## config.mk

```make
export PLATFORM = sky130hd
export DESIGN_NAME = fifo_uart_tx
export DESIGN_NICKNAME = d
export VERILOG_FILES = /design/src/rtl/uart_pkg.sv /design/src/rtl/uart_baud_gen.sv /design/src/rtl/fifo_uart_tx.sv
export SDC_FILE = /design/constraint.sdc
export NUM_CORES = 1
export LEC_CHECK = 0
export ABC_AREA = 1
export CORE_MARGIN = 2
export CORE_UTILIZATION = 38
export DETAILED_ROUTE_END_ITERATION = 10
export HOLD_SLACK_MARGIN = 0.08
export PLACE_DENSITY_LB_ADDON = 0.12
export SYNTH_ARGS = -nofsm -noshare
export SYNTH_HDL_FRONTEND = slang
export SYNTH_SLANG_ARGS = --single-unit
export TNS_END_PERCENT = 10
```

## constraint.sdc

```tcl
create_clock -name clk -period 1.4 [get_ports clk]
set_clock_uncertainty 0.1 [all_clocks]
set_input_delay 0.35 -clock clk [delete_from_list [all_inputs] [get_ports clk]]
set_output_delay 0.35 -clock clk [all_outputs]
set_load 0.02 [all_outputs]
```

## src/rtl/uart_pkg.sv

```systemverilog
// rtl/uart_pkg.sv - shared states, line levels and bit-timing helper for the UART TX drain stage.
package uart_pkg;

  typedef enum logic [2:0] {
    IDLE,
    LOAD,
    START,
    DATA,
    PARITY,
    STOP
  } uart_state_e;

  localparam logic START_BIT  = 1'b0;
  localparam logic STOP_BIT   = 1'b1;
  localparam logic IDLE_LEVEL = 1'b1;

  function automatic int clks_per_bit(input int clk_freq, input int baud_rate);
    return clk_freq / baud_rate;
  endfunction

endpackage

```

## src/rtl/uart_baud_gen.sv

```systemverilog
// rtl/uart_baud_gen.sv - free-running bit-period counter; tick pulses on the last cycle of each bit.
module uart_baud_gen #(
  parameter int ClksPerBit = 868
) (
  input  logic clk,
  input  logic rst,
  input  logic clear,
  output logic tick
);

  localparam int CntW = (ClksPerBit > 1) ? $clog2(ClksPerBit) : 1;
  localparam logic [CntW-1:0] CntLast = CntW'(ClksPerBit - 1);

  logic [CntW-1:0] cnt_q, cnt_d;

  // Terminal count wraps straight to zero so consecutive bits are exactly ClksPerBit long.
  always_comb begin
    tick  = 1'b0;
    cnt_d = cnt_q + CntW'(1);
    if (clear) begin
      cnt_d = '0;
    end else if (cnt_q == CntLast) begin
      tick  = 1'b1;
      cnt_d = '0;
    end
  end

  always_ff @(posedge clk or negedge rst) begin
    if (!rst) begin
      cnt_q <= '0;
    end else begin
      cnt_q <= cnt_d;
    end
  end

endmodule

```

## src/rtl/fifo_uart_tx.sv

```systemverilog
// rtl/fifo_uart_tx.sv - pops a synchronous FIFO and serialises each byte as an 8N1 UART frame.
// Defining UART_TX_PARITY_EN inserts an even-parity bit (8E1).
module fifo_uart_tx
  import uart_pkg::*;
#(
  parameter int DataWidth = 8,
  parameter int ClkFreq   = 100000000,
  parameter int BaudRate  = 115200
) (
  input  logic                 clk,
  input  logic                 rst,
  input  logic                 fifoEmpty,
  input  logic [DataWidth-1:0] fifoRdData,
  output logic                 fifoRdEn,
  output logic                 txd,
  output logic                 busy
);

  localparam int ClksPerBit = clks_per_bit(ClkFreq, BaudRate);
  localparam int IdxW = (DataWidth > 1) ? $clog2(DataWidth) : 1;
  localparam logic [IdxW-1:0] IdxLast = IdxW'(DataWidth - 1);

  uart_state_e          state_q, state_d;
  logic [DataWidth-1:0] shift_q, shift_d;
  logic [IdxW-1:0]      bit_idx_q, bit_idx_d;
  logic                 txd_q, txd_d;
  logic                 pop;
  logic                 baud_clear;
  logic                 baud_tick;

  // The bit timer only runs while a frame is on the wire.
  assign baud_clear = (state_q == IDLE) || (state_q == LOAD);

  uart_baud_gen #(
    .ClksPerBit(ClksPerBit)
  ) u_baud_gen (
    .clk  (clk),
    .rst  (rst),
    .clear(baud_clear),
    .tick (baud_tick)
  );

`ifdef UART_TX_PARITY_EN
  logic parity_q, parity_d;

  assign parity_d = (state_q == LOAD) ? ^fifoRdData : parity_q;

  always_ff @(posedge clk or negedge rst) begin
    if (!rst) begin
      parity_q <= 1'b0;
    end else begin
      parity_q <= parity_d;
    end
  end
`endif

  always_comb begin
    state_d   = state_q;
    shift_d   = shift_q;
    bit_idx_d = bit_idx_q;
    pop       = 1'b0;

    case (state_q)
      IDLE: begin
        // Gating with rst keeps the pop strobe quiet while reset is held.
        if (!fifoEmpty && rst) begin
          pop     = 1'b1;
          state_d = LOAD;
        end
      end
      LOAD: begin
        shift_d   = fifoRdData;
        bit_idx_d = '0;
        state_d   = START;
      end
      START: begin
        if (baud_tick) begin
          bit_idx_d = '0;
          state_d   = DATA;
        end
      end
      DATA: begin
        if (baud_tick) begin
          if (bit_idx_q == IdxLast) begin
`ifdef UART_TX_PARITY_EN
            state_d = PARITY;
`else
            state_d = STOP;
`endif
          end else begin
            shift_d   = shift_q >> 1;
            bit_idx_d = bit_idx_q + IdxW'(1);
          end
        end
      end
`ifdef UART_TX_PARITY_EN
      PARITY: begin
        if (baud_tick) begin
          state_d = STOP;
        end
      end
`endif
      STOP: begin
        if (baud_tick) begin
          state_d = IDLE;
        end
      end
      default: state_d = IDLE;
    endcase

    // Line level follows the next state so txd_q lines up with state_q.
    case (state_d)
      START:   txd_d = START_BIT;
      DATA:    txd_d = shift_d[0];
`ifdef UART_TX_PARITY_EN
      PARITY:  txd_d = parity_q;
`endif
      STOP:    txd_d = STOP_BIT;
      default: txd_d = IDLE_LEVEL;
    endcase
  end

  always_ff @(posedge clk or negedge rst) begin
    if (!rst) begin
      state_q   <= IDLE;
      shift_q   <= '0;
      bit_idx_q <= '0;
      txd_q     <= IDLE_LEVEL;
    end else begin
      state_q   <= state_d;
      shift_q   <= shift_d;
      bit_idx_q <= bit_idx_d;
      txd_q     <= txd_d;
    end
  end

  assign fifoRdEn = pop;
  assign txd      = txd_q;
  assign busy     = (state_q != IDLE) || pop;

endmodule

```

Word level (Yosys, flattened, before mapping). Cells that the tools add are included.

Register bits after elaboration: 25. Bits in latches: 0. RAM bits: 0. ROM bits: 0. Input port bits: 11. Output and inout bits: 3. Logic and storage cells: 49. Memories kept: 0.

$add $sub $neg: 2. Multipliers: 0. Div/mod/pow operators: 0. Magnitude comparators: 0. Equality and inequality tests: 11. Shift-type cells: 0. Muxes and demuxes: 20. Bitwise logic cells: 0. Reduce and logical (&&, ||, !) cells: 10.

Operators with widths (count): 2-to-1 mux 3 bit (8); 2-to-1 mux 10 bit (2); 2-to-1 mux 8 bit (2); one-hot mux 8 bit (2 select lines) (1); one-hot mux 3 bit (5 select lines) (1); equality test 3 x 2 -> 1 bit (second input constant) (4); adder 10 x 1 -> 10 bit (second input constant) (1); equality test 10 bit (second input constant) (1); one-hot mux 3 bit (3 select lines) (1); equality test 3 bit (second input constant) (2); != test 2 bit (second input constant) (3); nonzero test 3 bit (2); 2-to-1 mux 1 bit (4); AND reduction 4 bit (1); adder 3 x 1 -> 3 bit (second input constant) (1); equality test 3 x 1 -> 1 bit (second input constant) (1); zero test 3 bit (1); AND reduction 3 bit (1); logical OR 1 bit (2); one-hot mux 1 bit (2 select lines) (1); nonzero test 2 bit (1); logical AND 1 bit (1); zero test 1 bit (1).

Logic depth before layout (Yosys ltp).
Word-level depth: 7. Gate-level depth with buffers: 11. Depth with buffers taken out: 11.

By module. A second synthesis with hierarchy kept.

Cell total of the unflattened synthesis: 161. Area total of the unflattened synthesis: 1338.8 sq um.

Modules (own cells, without submodules): fifo_uart_tx (times used 1, cells an instance 99, area an instance 828.3 sq um, sequential area each 376.6 sq um); uart_baud_gen (times used 1, cells an instance 62, area an instance 510.5 sq um, sequential area each 250.2 sq um).

Worst setup path before layout. No wires, ideal clock.

Path kind: register -> register. Start point: register bit_idx_q[0]. End point: register txd_q, in the netlist txd. Setup time: 0.081 ns. Arrival: 1.386 ns. Data required time: 1.219 ns. Slack: -0.167 ns. Cell stages (with the launch flop): 9. Path buffers: 0. Period minus slack after synthesis: 1.567 ns. Cells stage by stage: dfrtp_1 -> ha_1 -> ha_1 -> a21oi_1 -> nand2_4 -> nand2_1 -> nand2_2 -> nand2_1 -> nand2_1.

Elaborated cells between the ends (all ways): 10. Classes of those cells: eq/ne: 3; mux: 7.

RTL lines: start, declared (line fifo_uart_tx.sv:25) `logic [IdxW-1:0] bit_idx_q, bit_idx_d;`; start signal, assigned (line fifo_uart_tx.sv:132) `bit_idx_q <= bit_idx_d;`; equality test 3 bit (line fifo_uart_tx.sv:84) `if (bit_idx_q == IdxLast) begin`; 2-to-1 mux 8 bit (line fifo_uart_tx.sv:84); 2-to-1 mux 8 bit (line fifo_uart_tx.sv:83) `if (baud_tick) begin`; one-hot mux 8 bit (2 select lines) (line fifo_uart_tx.sv:63) `case (state_q)`; net shift_d[0] (line fifo_uart_tx.sv:24) `logic [DataWidth-1:0] shift_q, shift_d;`; one-hot mux 1 bit (2 select lines) (line fifo_uart_tx.sv:112) `case (state_d)`; net txd_d (line fifo_uart_tx.sv:26) `logic txd_q, txd_d;`; end signal, assigned (line fifo_uart_tx.sv:133) `txd_q <= txd_d;`; end, declared (line fifo_uart_tx.sv:26).

The timed path passes the listed nets, and every way through them passes these cells. The select of a mux whose other input is x is not followed. A chain may end at the register's enable or synchronous reset.

Worst setup path in the final report.
Start point: register state_q[2]. End point: output busy.

Longest elaborated chain between the ends: 3. Elaborated cells between the ends (all ways): 4. Classes of those cells: mux: 1; reduce/logical: 3.

RTL lines: start, declared (line fifo_uart_tx.sv:23) `uart_state_e state_q, state_d;`; start signal, assigned (line fifo_uart_tx.sv:130) `state_q <= state_d;`; zero test 3 bit (line fifo_uart_tx.sv:63); 2-to-1 mux 1 bit (line fifo_uart_tx.sv:63); logical OR 1 bit * (line fifo_uart_tx.sv:139) `assign busy = (state_q != IDLE) || pop;`; end, declared (line fifo_uart_tx.sv:16) `output logic busy`.

Mark *: on every way between the ends. The rest lies on a longest branch, timed or not.

==> qor.yml <==
run_status:
  status: "finished with violations"
  violations: "negative setup slack"
cts:
  clk-insertion-delay-late_ns: 0.32
  post_cts_buffers: 0
  clkTransAtPathRegs_ns: 0.15
  cts_root_buffer: "clkbuf_4"
  htreeDepth: 1
  tritoncts: "yes"
  cts_made_buffers: 3
  cts_hold_buffers: 0
  cts.sinks: 25
  clockBufferDepth: 2
layout:
  final_nets: 219
  post-route-util_pct: 54.7
  antenna_cells: 0
  layout_commonest_cell: "nand2_1"
  layout_common_cells: "nand2_1 (39), dfrtp_1 (24), buf_4 (24), nand3_1 (17), inv_1 (16)"
  drive_gt1_share_pct: 32.4
  area_growth_pct: 37.4
  postLayoutCellArea_sq_um: 1820
sta:
  fin_crit_sh_pct: 118
  fmax_ghz: 0.604
  setup_ws_ns: -0.255
  slew_viol_final: 0
  min_period_ns: 1.65
  rsz0062_at_grt: "yes"
  finalSetupViolCount: 17
  finalHoldViolations: 0
  fin_tns_setup_ns: -1.51
  worstMarginPinSlew_ns: 0.334
  slew_headroom_pct: 77.8
synthesis:
  yosysWarnings: 0
  synthCells: 162
  ys_ff_latch: 25
  syn_nets: 176
  synth-edff-count: 0
  ys_seq_area_share_pct: 47.2
  yosysUniqueCellTypes: 26
  synth_area_sq_um: 1330
  syn_avg_cell_area_sq_um: 8.19
  ys_async_sr_fraction_pct: 100
  synth_flop_cell: "dfrtp_1"
detailed_routing:
  avgRoutedWirePerCell_microns: 11.8
  via_count: 1197
  drc: 0
  vias_per_cell: 4.79
  drt_iter0_markers: 43
  firstDrtPassIters: 4
  ant_nets: 0
  routed_wl_mm: 2.95
setup_path:
  critPathKind: "flop to output pin"
  cp_common_cell: "buf_6"
  cp-start-kind: "flop"
  slowest_stage: "dfrtp_1"
  path_delay_family: "flip-flops"
  cp_data_arrival_time_ns: 1.20
  cp_data_required_time_ns: 0.95
  path_cells: "nor2_4 -> buf_6 -> nand3_2 -> buf_6"
  slowest_delay_ns: 0.43
  critPathMaxFanout: 2
  crit_buf_inv: 2
  cp-end-kind: "output pin"
die:
  ioPinCount: 14
  fp.dieW_microns: 63.1
  rows: 21
  core_sq_um: 3340
  initial_core_util_pct: 39.8
  die_h_microns: 63.1
  die-area_sq_um: 3980
global_routing:
  grt_pass1_wl_mm: 5.35
  grt_max_degree: 26
  gr-total-overflow: 0
  grt_pass1_vias: 1227
  antenna_found_initial: 0
  grt_usage_pct: 17.1
placement:
  dp_hpwl_mm: 2.26
  post_dp_cell_area_sq_um: 1710
  portBuffers: 13
  gp_congestion: 0.784
min_path:
  min_path_type: "primary input to asynchronous set/reset pin"
run:
  cap_violations: 0
pwr:
  p_leak_nw: 0.894
  p_per_area_nw_per_um2: 1060
  ir_drop_uv: 427
area by class of cell:
cell class / instances / area (sq um)
Multi-Input combinational cell: 114 / 692
Tap cell: 46 / 57.6
Clock inverter: 1 / 7.51
Inverter: 22 / 82.6
Clock buffer: 3 / 22.5
Fill cell: 330 / 1510
Sequential cell: 25 / 627
Timing Repair Buffer: 39 / 335
power breakdown:
part	internal (W)	switching [W]	total (W)
Clock	0.000109	0.000241	0.000351
Combinational	0.000319	0.000339	0.000657
Sequential	0.000828	0.000101	0.000930
Total	0.00126	0.000681	0.00194
final timing paths:
| path | startpoint | to | slack (ns) | cells past startpoint |
|---|---|---|---|---|
| min in group clk | shift_q[0]$_DFF_PN0_ | shift_q[0]$_DFF_PN0_ | 0.40 | 2 |
| max in group asynchronous | rst | txd$_DFF_PN1_ | 0.81 | 2 |
| min reg2reg | shift_q[0]$_DFF_PN0_ | shift_q[0]$_DFF_PN0_ | 0.40 | 2 |
| max reg2reg | state_q[2]$_DFF_PN0_ | txd$_DFF_PN1_ | -0.13 | 11 |
| min | rst | shift_q[2]$_DFFE_PN0P_ | 0.09 | 2 |
| max | state_q[2]$_DFF_PN0_ | busy | -0.25 | 4 |
cells in the mapped netlist (2+ instances only):
library cell	number	area share, %
a21oi_1	6	2.3
dfrtp_1	24	45
ha_1	3	2.8
inv_1	16	4.5
inv_2	6	1.7
nand2_1	43	12
nand2_2	3	1.4
nand3_1	18	6.8
nand4_1	6	2.8
nor2_1	14	4.0
nor2_2	4	1.9
nor2_4	2	1.7
nor3_1	2	0.75
nor3b_1	2	1.1
xor2_1	2	1.3
per-stage QoR:
step,hold slack (ns),power [W],instances,setup slack (ns)
after floorplan,-0.0456,0.00127,162,-0.0335
after global placement,0.358,0.00153,246,-0.801
after detailed placement,0.369,0.00155,246,-0.791
after CTS,0.126,0.00194,250,-0.262
after global routing,0.123,0.00209,250,-0.325
final,0.0938,0.00194,250,-0.255
repair_timing:
action / CTS / global route
gates resized for setup: 34 / 3
setup endpoints to repair: 25 / 26
pin swaps: 1 / 3
gates cloned: 0 / 0
endpoints found under the hold margin: 0 / 0
kinds of logic (layout without fill, tap and decap cells):
kind of cell | count (synthesis) | in the layout | synth area share [%]
XOR/XNOR | 2 | 2 | 1.32
flip-flops | 25 | 25 | 47.2
AND/OR/NAND/NOR | 97 | 97 | 36.0
buffers and inverters | 23 | 65 | 7.07
adder cells (fa/ha/maj) | 3 | 3 | 2.83
AO/OA/AOI/OAI | 12 | 12 | 5.56
sequential cells by signal, summed over array words and instances, names as in the netlist:
name,count
u_baud_gen.cnt_q,10
shift_q,8
bit_idx_q,3
state_q,3
txd,1
per-layer routing:
layer / vias to the layer above / global-route usage, % / wire [microns]
met4: 0 / 4.17 / 21
met5: - / 0 / 0
met3: 2 / 2.32 / 53
met1: 571 / 21.4 / 1320
li1: 614 / - / -
met2: 10 / 30.9 / 1550
No activity file was read; power rests on OpenSTA's default activity.
